`config.mk`:
```
export PLATFORM = sky130hd
export DESIGN_NAME = cvxif_simd_maqa_unit
export DESIGN_NICKNAME = d
export VERILOG_FILES = /design/src/rtl/cvxif_simd_maqa_unit.sv
export SDC_FILE = /design/constraint.sdc
export NUM_CORES = 1
export LEC_CHECK = 0
export ABC_AREA = 1
export CAP_MARGIN = 20
export CORE_MARGIN = 2
export CORE_UTILIZATION = 25
export DETAILED_ROUTE_END_ITERATION = 12
export PLACE_DENSITY_LB_ADDON = 0.25
export SYNTH_ARGS = -nofsm -noshare
export SYNTH_HDL_FRONTEND = slang
export SYNTH_SLANG_ARGS = --single-unit
```
`constraint.sdc`:
```
create_clock -name clk_i -period 18.5 [get_ports clk_i]
set_input_delay 3.7 -clock clk_i [delete_from_list [all_inputs] [get_ports clk_i]]
set_output_delay 3.7 -clock clk_i [all_outputs]
set_load 0.05 [all_outputs]
```
`src/rtl/cvxif_simd_maqa_unit.sv`:
```
// CV-X-IF SIMD multiply-accumulate-quad unit: rd = rs3 + sum(rs1.lane * rs2.lane).
// Commit-ordered instruction buffer feeding a product stage and a sum/saturate result stage.
module cvxif_simd_maqa_unit #(
    parameter int unsigned XLEN   = 32,
    parameter int unsigned LANE_W = 8,
    parameter int unsigned DEPTH  = 4,
    parameter int unsigned ID_W   = 3
) (
    input  logic            clk_i,
    input  logic            rst_ni,
    input  logic            issue_valid_i,
    output logic            issue_ready_o,
    input  logic [ID_W-1:0] issue_id_i,
    input  logic [4:0]      issue_rd_i,
    input  logic [1:0]      issue_mode_i,
    input  logic [XLEN-1:0] issue_rs1_i,
    input  logic [XLEN-1:0] issue_rs2_i,
    input  logic [XLEN-1:0] issue_rs3_i,
    input  logic            commit_valid_i,
    input  logic [ID_W-1:0] commit_id_i,
    input  logic            commit_kill_i,
    output logic            result_valid_o,
    input  logic            result_ready_i,
    output logic [ID_W-1:0] result_id_o,
    output logic [4:0]      result_rd_o,
    output logic            result_we_o,
    output logic [XLEN-1:0] result_data_o,
    output logic            commit_err_o
);

    localparam int unsigned NLANE = XLEN / LANE_W;
    localparam int unsigned PW    = 2 * LANE_W + 2;
    localparam int unsigned SW    = XLEN + PW;
    localparam int unsigned AW    = $clog2(DEPTH);
    localparam logic signed [SW-1:0] SMAX = {{(PW + 1){1'b0}}, {(XLEN - 1){1'b1}}};
    localparam logic signed [SW-1:0] SMIN = {{(PW + 1){1'b1}}, {(XLEN - 1){1'b0}}};

    if (LANE_W != 8 && LANE_W != 16) begin : g_bad_lane
        $error("cvxif_simd_maqa_unit: LANE_W must be 8 or 16");
    end
    if (DEPTH < 2 || (DEPTH & (DEPTH - 1)) != 0) begin : g_bad_depth
        $error("cvxif_simd_maqa_unit: DEPTH must be a power of 2 and at least 2");
    end

    logic [ID_W-1:0] buf_id   [DEPTH];
    logic [4:0]      buf_rd   [DEPTH];
    logic [1:0]      buf_mode [DEPTH];
    logic [XLEN-1:0] buf_rs1  [DEPTH];
    logic [XLEN-1:0] buf_rs2  [DEPTH];
    logic [XLEN-1:0] buf_rs3  [DEPTH];
    logic [DEPTH-1:0] buf_kill;

    logic [AW-1:0] head, tail, cptr;
    logic [AW:0]   count, nres;
    logic          err;

    logic full, pending, push, pop, cm_hit, head_res, head_kill, s1_load;
    logic s1_valid, s1_ready, s1_adv, s2_ready;

    logic [NLANE-1:0][PW-1:0] s1_prod;
    logic [XLEN-1:0]          s1_rs3;
    logic [1:0]               s1_mode;
    logic [ID_W-1:0]          s1_id;
    logic [4:0]               s1_rd;

    logic            res_valid;
    logic [ID_W-1:0] res_id;
    logic [4:0]      res_rd;
    logic [XLEN-1:0] res_data;

    // Entries head..cptr-1 are resolved (committed or killed); buf_kill tells which.
    // A commit hitting an unresolved head resolves it in the same cycle it dispatches.
    assign full      = (count == (AW + 1)'(DEPTH));
    assign pending   = (nres < count);
    assign push      = issue_valid_i && !full;
    assign cm_hit    = commit_valid_i && pending && (buf_id[cptr] == commit_id_i);
    assign head_res  = (nres != '0) || cm_hit;
    assign head_kill = (nres != '0) ? buf_kill[head] : commit_kill_i;
    assign s2_ready  = !res_valid || result_ready_i;
    assign s1_ready  = !s1_valid || s2_ready;
    assign s1_adv    = s1_valid && s2_ready;
    assign pop       = head_res && (head_kill || s1_ready);
    assign s1_load   = pop && !head_kill;

    always_ff @(posedge clk_i) begin
        if (push) begin
            buf_id[tail]   <= issue_id_i;
            buf_rd[tail]   <= issue_rd_i;
            buf_mode[tail] <= issue_mode_i;
            buf_rs1[tail]  <= issue_rs1_i;
            buf_rs2[tail]  <= issue_rs2_i;
            buf_rs3[tail]  <= issue_rs3_i;
        end
    end

    always_ff @(posedge clk_i or negedge rst_ni) begin
        if (!rst_ni) begin
            head     <= '0;
            tail     <= '0;
            cptr     <= '0;
            count    <= '0;
            nres     <= '0;
            buf_kill <= '0;
            err      <= 1'b0;
        end else begin
            if (push) begin
                tail           <= tail + 1'b1;
                buf_kill[tail] <= 1'b0;
            end
            if (pop) head <= head + 1'b1;
            if (cm_hit) begin
                cptr           <= cptr + 1'b1;
                buf_kill[cptr] <= commit_kill_i;
            end
            if (commit_valid_i && !cm_hit) err <= 1'b1;
            count <= count + (AW + 1)'(push) - (AW + 1)'(pop);
            nres  <= nres + (AW + 1)'(cm_hit) - (AW + 1)'(pop);
        end
    end

    logic [NLANE-1:0][PW-1:0] prod;
    logic [LANE_W-1:0]        la, lb;
    logic signed [PW-1:0]     xa, xb;
    logic                     sa, sb;

    always_comb begin
        prod = '0;
        la   = '0;
        lb   = '0;
        xa   = '0;
        xb   = '0;
        sa   = (buf_mode[head] != 2'b01);
        sb   = (buf_mode[head] == 2'b00) || (buf_mode[head] == 2'b11);
        for (int unsigned l = 0; l < NLANE; l++) begin
            la      = buf_rs1[head][l * LANE_W +: LANE_W];
            lb      = buf_rs2[head][l * LANE_W +: LANE_W];
            xa      = {{(PW - LANE_W){sa & la[LANE_W-1]}}, la};
            xb      = {{(PW - LANE_W){sb & lb[LANE_W-1]}}, lb};
            prod[l] = xa * xb;
        end
    end

    always_ff @(posedge clk_i) begin
        if (s1_load) begin
            s1_prod <= prod;
            s1_rs3  <= buf_rs3[head];
            s1_mode <= buf_mode[head];
            s1_id   <= buf_id[head];
            s1_rd   <= buf_rd[head];
        end
    end

    logic signed [SW-1:0] sum;
    logic [XLEN-1:0]      sum_out;

    always_comb begin
        sum = {{PW{s1_rs3[XLEN-1]}}, s1_rs3};
        for (int unsigned l = 0; l < NLANE; l++) begin
            sum = sum + {{(SW - PW){s1_prod[l][PW-1]}}, s1_prod[l]};
        end
        sum_out = sum[XLEN-1:0];
        if (s1_mode == 2'b11) begin
            if (sum > SMAX)      sum_out = SMAX[XLEN-1:0];
            else if (sum < SMIN) sum_out = SMIN[XLEN-1:0];
        end
    end

    always_ff @(posedge clk_i or negedge rst_ni) begin
        if (!rst_ni) begin
            s1_valid  <= 1'b0;
            res_valid <= 1'b0;
            res_id    <= '0;
            res_rd    <= '0;
            res_data  <= '0;
        end else begin
            if (s1_load)     s1_valid <= 1'b1;
            else if (s1_adv) s1_valid <= 1'b0;
            if (s1_adv) begin
                res_valid <= 1'b1;
                res_id    <= s1_id;
                res_rd    <= s1_rd;
                res_data  <= sum_out;
            end else if (result_ready_i) begin
                res_valid <= 1'b0;
            end
        end
    end

    assign issue_ready_o  = !full;
    assign result_valid_o = res_valid;
    assign result_id_o    = res_id;
    assign result_rd_o    = res_rd;
    assign result_data_o  = res_data;
    assign result_we_o    = res_valid && (res_rd != 5'd0);
    assign commit_err_o   = err;

endmodule

```
**Word level (Yosys, flattened, before mapping)**

Memories as Yosys holds them, arrays and structs flattened. A register that Yosys moved wholly into a read port is not among the register bits.
Cells that the tools add are included.

- Flip-flop bits (word level): 133
- Bits in writable memories: 424
- Input port bits: 115
- Output and inout port bits: 44
- Word-level logic and storage cells: 105
- Memories: 6

- Add/subtract/negate cells: 11
- Multipliers: 4
- $lt $le $gt $ge: 8
- Equal/unequal tests: 5
- Multiplexer cells: 19
- Bitwise operators: 10
- Reductions and logical operators: 25

Memory list:

| name | words | bits a word | rd ports | clocked after memory_dff | write ports | RTL line | RTL |
|---|---|---|---|---|---|---|---|
| buf_rs1 | 4 | 32 | 1 | 0 | 1 | 48 | `logic [XLEN-1:0] buf_rs1 [DEPTH];` |
| buf_rs2 | 4 | 32 | 1 | 0 | 1 | 49 | `logic [XLEN-1:0] buf_rs2 [DEPTH];` |
| buf_rs3 | 4 | 32 | 1 | 1 | 1 | 50 | `logic [XLEN-1:0] buf_rs3 [DEPTH];` |
| buf_rd | 4 | 5 | 1 | 1 | 1 | 46 | `logic [4:0] buf_rd [DEPTH];` |
| buf_id | 4 | 3 | 2 | 1 | 1 | 45 | `logic [ID_W-1:0] buf_id [DEPTH];` |
| buf_mode | 4 | 2 | 1 | 0 | 1 | 47 | `logic [1:0] buf_mode [DEPTH];` |

Operators with widths:

| cell | number |
|---|---|
| $mux 32 | 3 |
| $mul 9x9->18 | 4 |
| $add 35x18->36 | 1 |
| $gt 36x32->1 const B | 1 |
| $lt 36x32->1 const B | 1 |
| $add 34x18->35 | 1 |
| $add 33x18->34 | 1 |
| $add 32x18->33 | 1 |
| $logic_and 1x1->1 | 10 |
| $mux 1 | 10 |
| $lt 2x3->1 const B | 3 |
| $and 1x1->1 | 8 |
| $mux 4 | 2 |
| $add 2x1->2 const B | 3 |
| $add 3x1->3 | 2 |
| $sub 3x1->3 | 2 |
| $logic_not 1->1 | 5 |
| $logic_or 1x1->1 | 5 |
| $reduce_bool 5->1 | 1 |
| $and 4x4->4 | 1 |
| $bwmux 4 | 1 |
| $demux 1 s2 | 2 |
| $eq 2x2->1 const B | 2 |
| $ge 2x1->1 const B | 2 |
| other kinds (9) | 10 |

**Logic depth before layout (Yosys ltp)**

- Word-level depth: 9
- Mapped depth: 31
- Depth with buffers taken out: 28

**Worst setup path before layout**

No wires, ideal clock.

- Path type: input-to-reg
- Start: input port commit_id_i[2]
- End: register s1_id[0], read port of buf_id (enable)
- Library setup time: 0.588 ns
- Arrival time: 9.071 ns
- Required time: 17.912 ns
- Path slack: 8.841 ns
- Cell stages on the path: 6
- Path buffers: 0
- Cells stage by stage: xnor2_1 nor2_1 nand2_2 nand2_1 nand2_1 nor2_1

- Word-level cells in the longest chain between the ends: 5

Ends and longest elaborated chain:

| item | RTL line | RTL |
|---|---|---|
| start: declaration | 20 | `input logic [ID_W-1:0] commit_id_i,` |
| $eq 3x3->1 | 76 | `assign cm_hit = commit_valid_i && pending && (buf_id[cptr] == commit_id_i);` |
| $logic_and 1x1->1 | 76 |  |
| $logic_or 1x1->1 | 77 | `assign head_res = (nres != '0) \|\| cm_hit;` |
| $logic_and 1x1->1 | 82 | `assign pop = head_res && (head_kill \|\| s1_ready);` |
| $logic_and 1x1->1 | 83 | `assign s1_load = pop && !head_kill;` |
| net s1_load | 57 | `logic full, pending, push, pop, cm_hit, head_res, head_kill, s1_load;` |
| end: declaration | 63 | `logic [ID_W-1:0] s1_id;` |

The timed path passes the listed nets, and every way through them passes these cells.
A chain may end at the register's enable or synchronous reset.

==> results.md <==
- Row cnt: 142
- Post-CTS Hold Fix Bufs: 0
- WS Path Type: register to register
- Synth warn: 0
- Vias in the first global route: 24900
- Number of synthesized register bits: 597
- Post-synthesis sequential area ratio: 46.7%
- WHS Path Cells: 2
- Fin area: 44000 um2
- Layout cell share with drive strength beyond 1: 4.40%
- CP peak stage delay: 0.77 ns
- Initial Util: 25.2%
- Worst endpoint required time: 18.92 ns
- Worst path arrival time: 8.74 ns
- Initial DRC Count: 1310
- CTS root buf: clkbuf_16
- Max cap viols: 0
- Hold path start: s1_rd[4]$_DFFE_PP_
- Worst hold slack: 0.446 ns
- Crit-path leading delay family: adder cells
- Clk pin slew, worst setup/hold paths: 0.06 ns
- Area grow syn2layout: 16.4%
- Pin count of the biggest net entering global routing: 107
- Worst-Margin Slew: 1.09 ns
- Syn Nets: 4183
- Routability cong.: 0.856
- Port Buffers: 158
- Crit path depth: 25
- Total CTS buffers: 71
- CP Launch Type: register
- Synth cell count leaders: 690 x nand2_1, 628 x inv_1, 538 x edfxtp_1
- Placed instance count: 5630
- Synth cell types: 46
- Total gr overflow: 0
- DRT Pass-1 Iters: 5
- DPL Wire Length: 73000 um
- Placed inst area: 41700 um2
- Multi-input gate area: 17400 um2
- # setup viols final: 0
- Initial antenna violation count: 11
- Fillers: 15700
- TNS Setup: 0 ns
- Area contributors post-synth: edfxtp_1 43%, fa_1 19%, nand2_1 6.9%, ha_1 6.7%, inv_1 6.2%
- Final #Nets: 4354
- Via count: 24300
- Worst r2r src: head[0]$_DFFE_PN0P_
- Storage cell area: 17600 um2
- H-tree levels: 3
- Period utilisation layout: 45.0%
- Count leader, synth: nand2_1
- Post-synth EDFFs: 538
- Ports: 159
- DIE HEIGHT: 393 um
- Routed len/inst: 17.1 um
- CP Max Fanout: 106
- First-pass GRT wire length: 151000 um
- Main flop type after synthesis: edfxtp_1
- Buf/Inv on CP: 6
- Synth top area share: 42.8%
- Cells after Synth: 3517
- FF-to-FF path depth: 25
- Max Fclk: 120 MHz
- Ys async rst share: 9.88%
- Final std cells w/o fill: 5763
- Tmin final: 8.32 ns
- Die area: 154000 um2
- CP max stage cell: dfrtp_4
- Max transition margin: 27.2%
- Status: finished, final reports clean
- Leading area contributor after synthesis: edfxtp_1
- Gr usage total: 12.8%
- Sink Count: 597
- Post-detailed-route count of antenna-violating nets: 0
- Core ar.: 150000 um2
- Kind of end point of the critical path: register
- Syn avg cell area: 10.7 um2
- Vias per std cell: 4.21
- Worst hold path class: register to register
- Total wire length: 98400 um
- Post-CTS sizing: 0
- Die span in x: 393 um
- Reg-to-Reg End: s1_prod[51]$_DFFE_PP_
- RSZ-0062 raised after global routing: no
- Clk buf depth: 3
- DRC viols: 0
- Final slew viol count: 0
- Hold EP: result_rd_o[4]$_DFFE_PN0P_
- Latest clock arrival within the worst-skew pair: 0.66 ns
- R2R setup slack: 10.18 ns
- Cell Area, Synth: 37800 um2
- Fin. Hold Viols: 0
- Final Skew: 0.0215 ns
- CTS tree: done
- Setup Fix Bufs, Post-CTS: 0
[area by class of cell]
type	count	area share [%]
sequential	597	40.1
multi-input combinational	2205	39.6
tap	2016	5.74
inverter	632	5.42
clock buffer	93	4.32
timing repair buffer	181	4.01
clock inverter	38	0.785
antenna	1	0.00569
[worst register-to-register path, stage by stage (launching register included)]
cell and delay (ns):
dfrtp_4 0.77, inv_6 0.74, buf_4 0.66, buf_4 0.60
nand2_1 0.12, a32oi_1 0.45, inv_1 0.21, nor2_1 0.33
inv_1 0.10, fa_1 0.48, inv_1 0.05, fa_1 0.50
fa_1 0.57, fa_1 0.44, fa_1 0.47, ha_1 0.37
nand3_1 0.09, nand2_1 0.12, nand2_1 0.06, nand2_1 0.06
a21oi_1 0.08, o21ai_0 0.28, a21oi_1 0.10, or2_2 0.29
nand3_1 0.07, nand2_1 0.07
[per-layer routing]
metal | track usage [%] | vias up | wire length, um
li1 | - | 11700 | -
met1 | 18.1 | 12000 | 47600
met2 | 20.3 | 401 | 44300
met3 | 2.36 | 114 | 4270
met4 | 3.24 | 12 | 2100
met5 | 0 | - | 79
[how the worst max path moves through the flow]
| stage | from | to | slack, ns |
|---|---|---|---|
| 6_report | head[0]$_DFFE_PN0P_ | s1_prod[51]$_DFFE_PP_ | 10.18 |
| 3_5_place_dp | head[0]$_DFFE_PN0P_ | s1_prod[51]$_DFFE_PP_ | 10.09 |
| 4_1_cts | head[0]$_DFFE_PN0P_ | s1_prod[51]$_DFFE_PP_ | 10.10 |
| 3_3_place_gp | head[0]$_DFFE_PN0P_ | s1_prod[51]$_DFFE_PP_ | 10.20 |
| 2_1_floorplan | commit_id_i[2] | s1_id[0]$_DFFE_PP_ | 8.84 |
| 5_1_grt | head[0]$_DFFE_PN0P_ | s1_prod[51]$_DFFE_PP_ | 9.57 |
[metrics by stage]
stage               setup slack, ns  utilization, %
floorplan                      8.84               -
global placement              10.20            27.8
detailed placement            10.09            27.8
CTS                           10.10            29.3
global route                   9.57            29.3
finish                        10.18            29.3
[placed cells by master (no fill, tap or decap), types with 13 or more instances in the layout]
master	synthesis	final
nand2_1	690	690
ha_1	201	201
o22ai_1	44	44
dfrtp_1	59	57
fa_1	350	350
nor2_1	344	339
a21oi_1	161	161
a21oi_2	13	13
o21ai_0	106	106
clkbuf_16	0	72
clkbuf_1	39	19
a32oi_1	56	56
xor2_1	63	63
inv_1	628	627
xnor2_1	43	43
clkdlybuf4s50_1	0	157
edfxtp_1	538	538
nand3_1	62	62
buf_4	1	22
[flip-flops by register name, summed over array words and instances, names as in the netlist, 5 cells and up]
register,count
s1_rs3,32
result_data_o,32
buf_rs2,128
result_rd_o,5
buf_id,12
buf_rd,20
buf_rs3,128
buf_mode,8
s1_prod,72
buf_rs1,128
s1_rd,5
[kinds of logic (layout without fill, tap and decap cells)]
logic type	count (synthesis)	after routing	share of synthesized area, %
AOI/OAI and AO/OA	417	417	6.64
buffers and inverters	715	944	7.31
xor gates and xnor gates	106	106	2.46
and+or+nand+nor	1131	1131	11.7
DFF	597	597	46.7
other	0	1	0
adders and majority gates	551	551	25.2
Power is not shown: default switching activity piles up to over one toggle a cycle in this logic, so the estimate is an artifact.
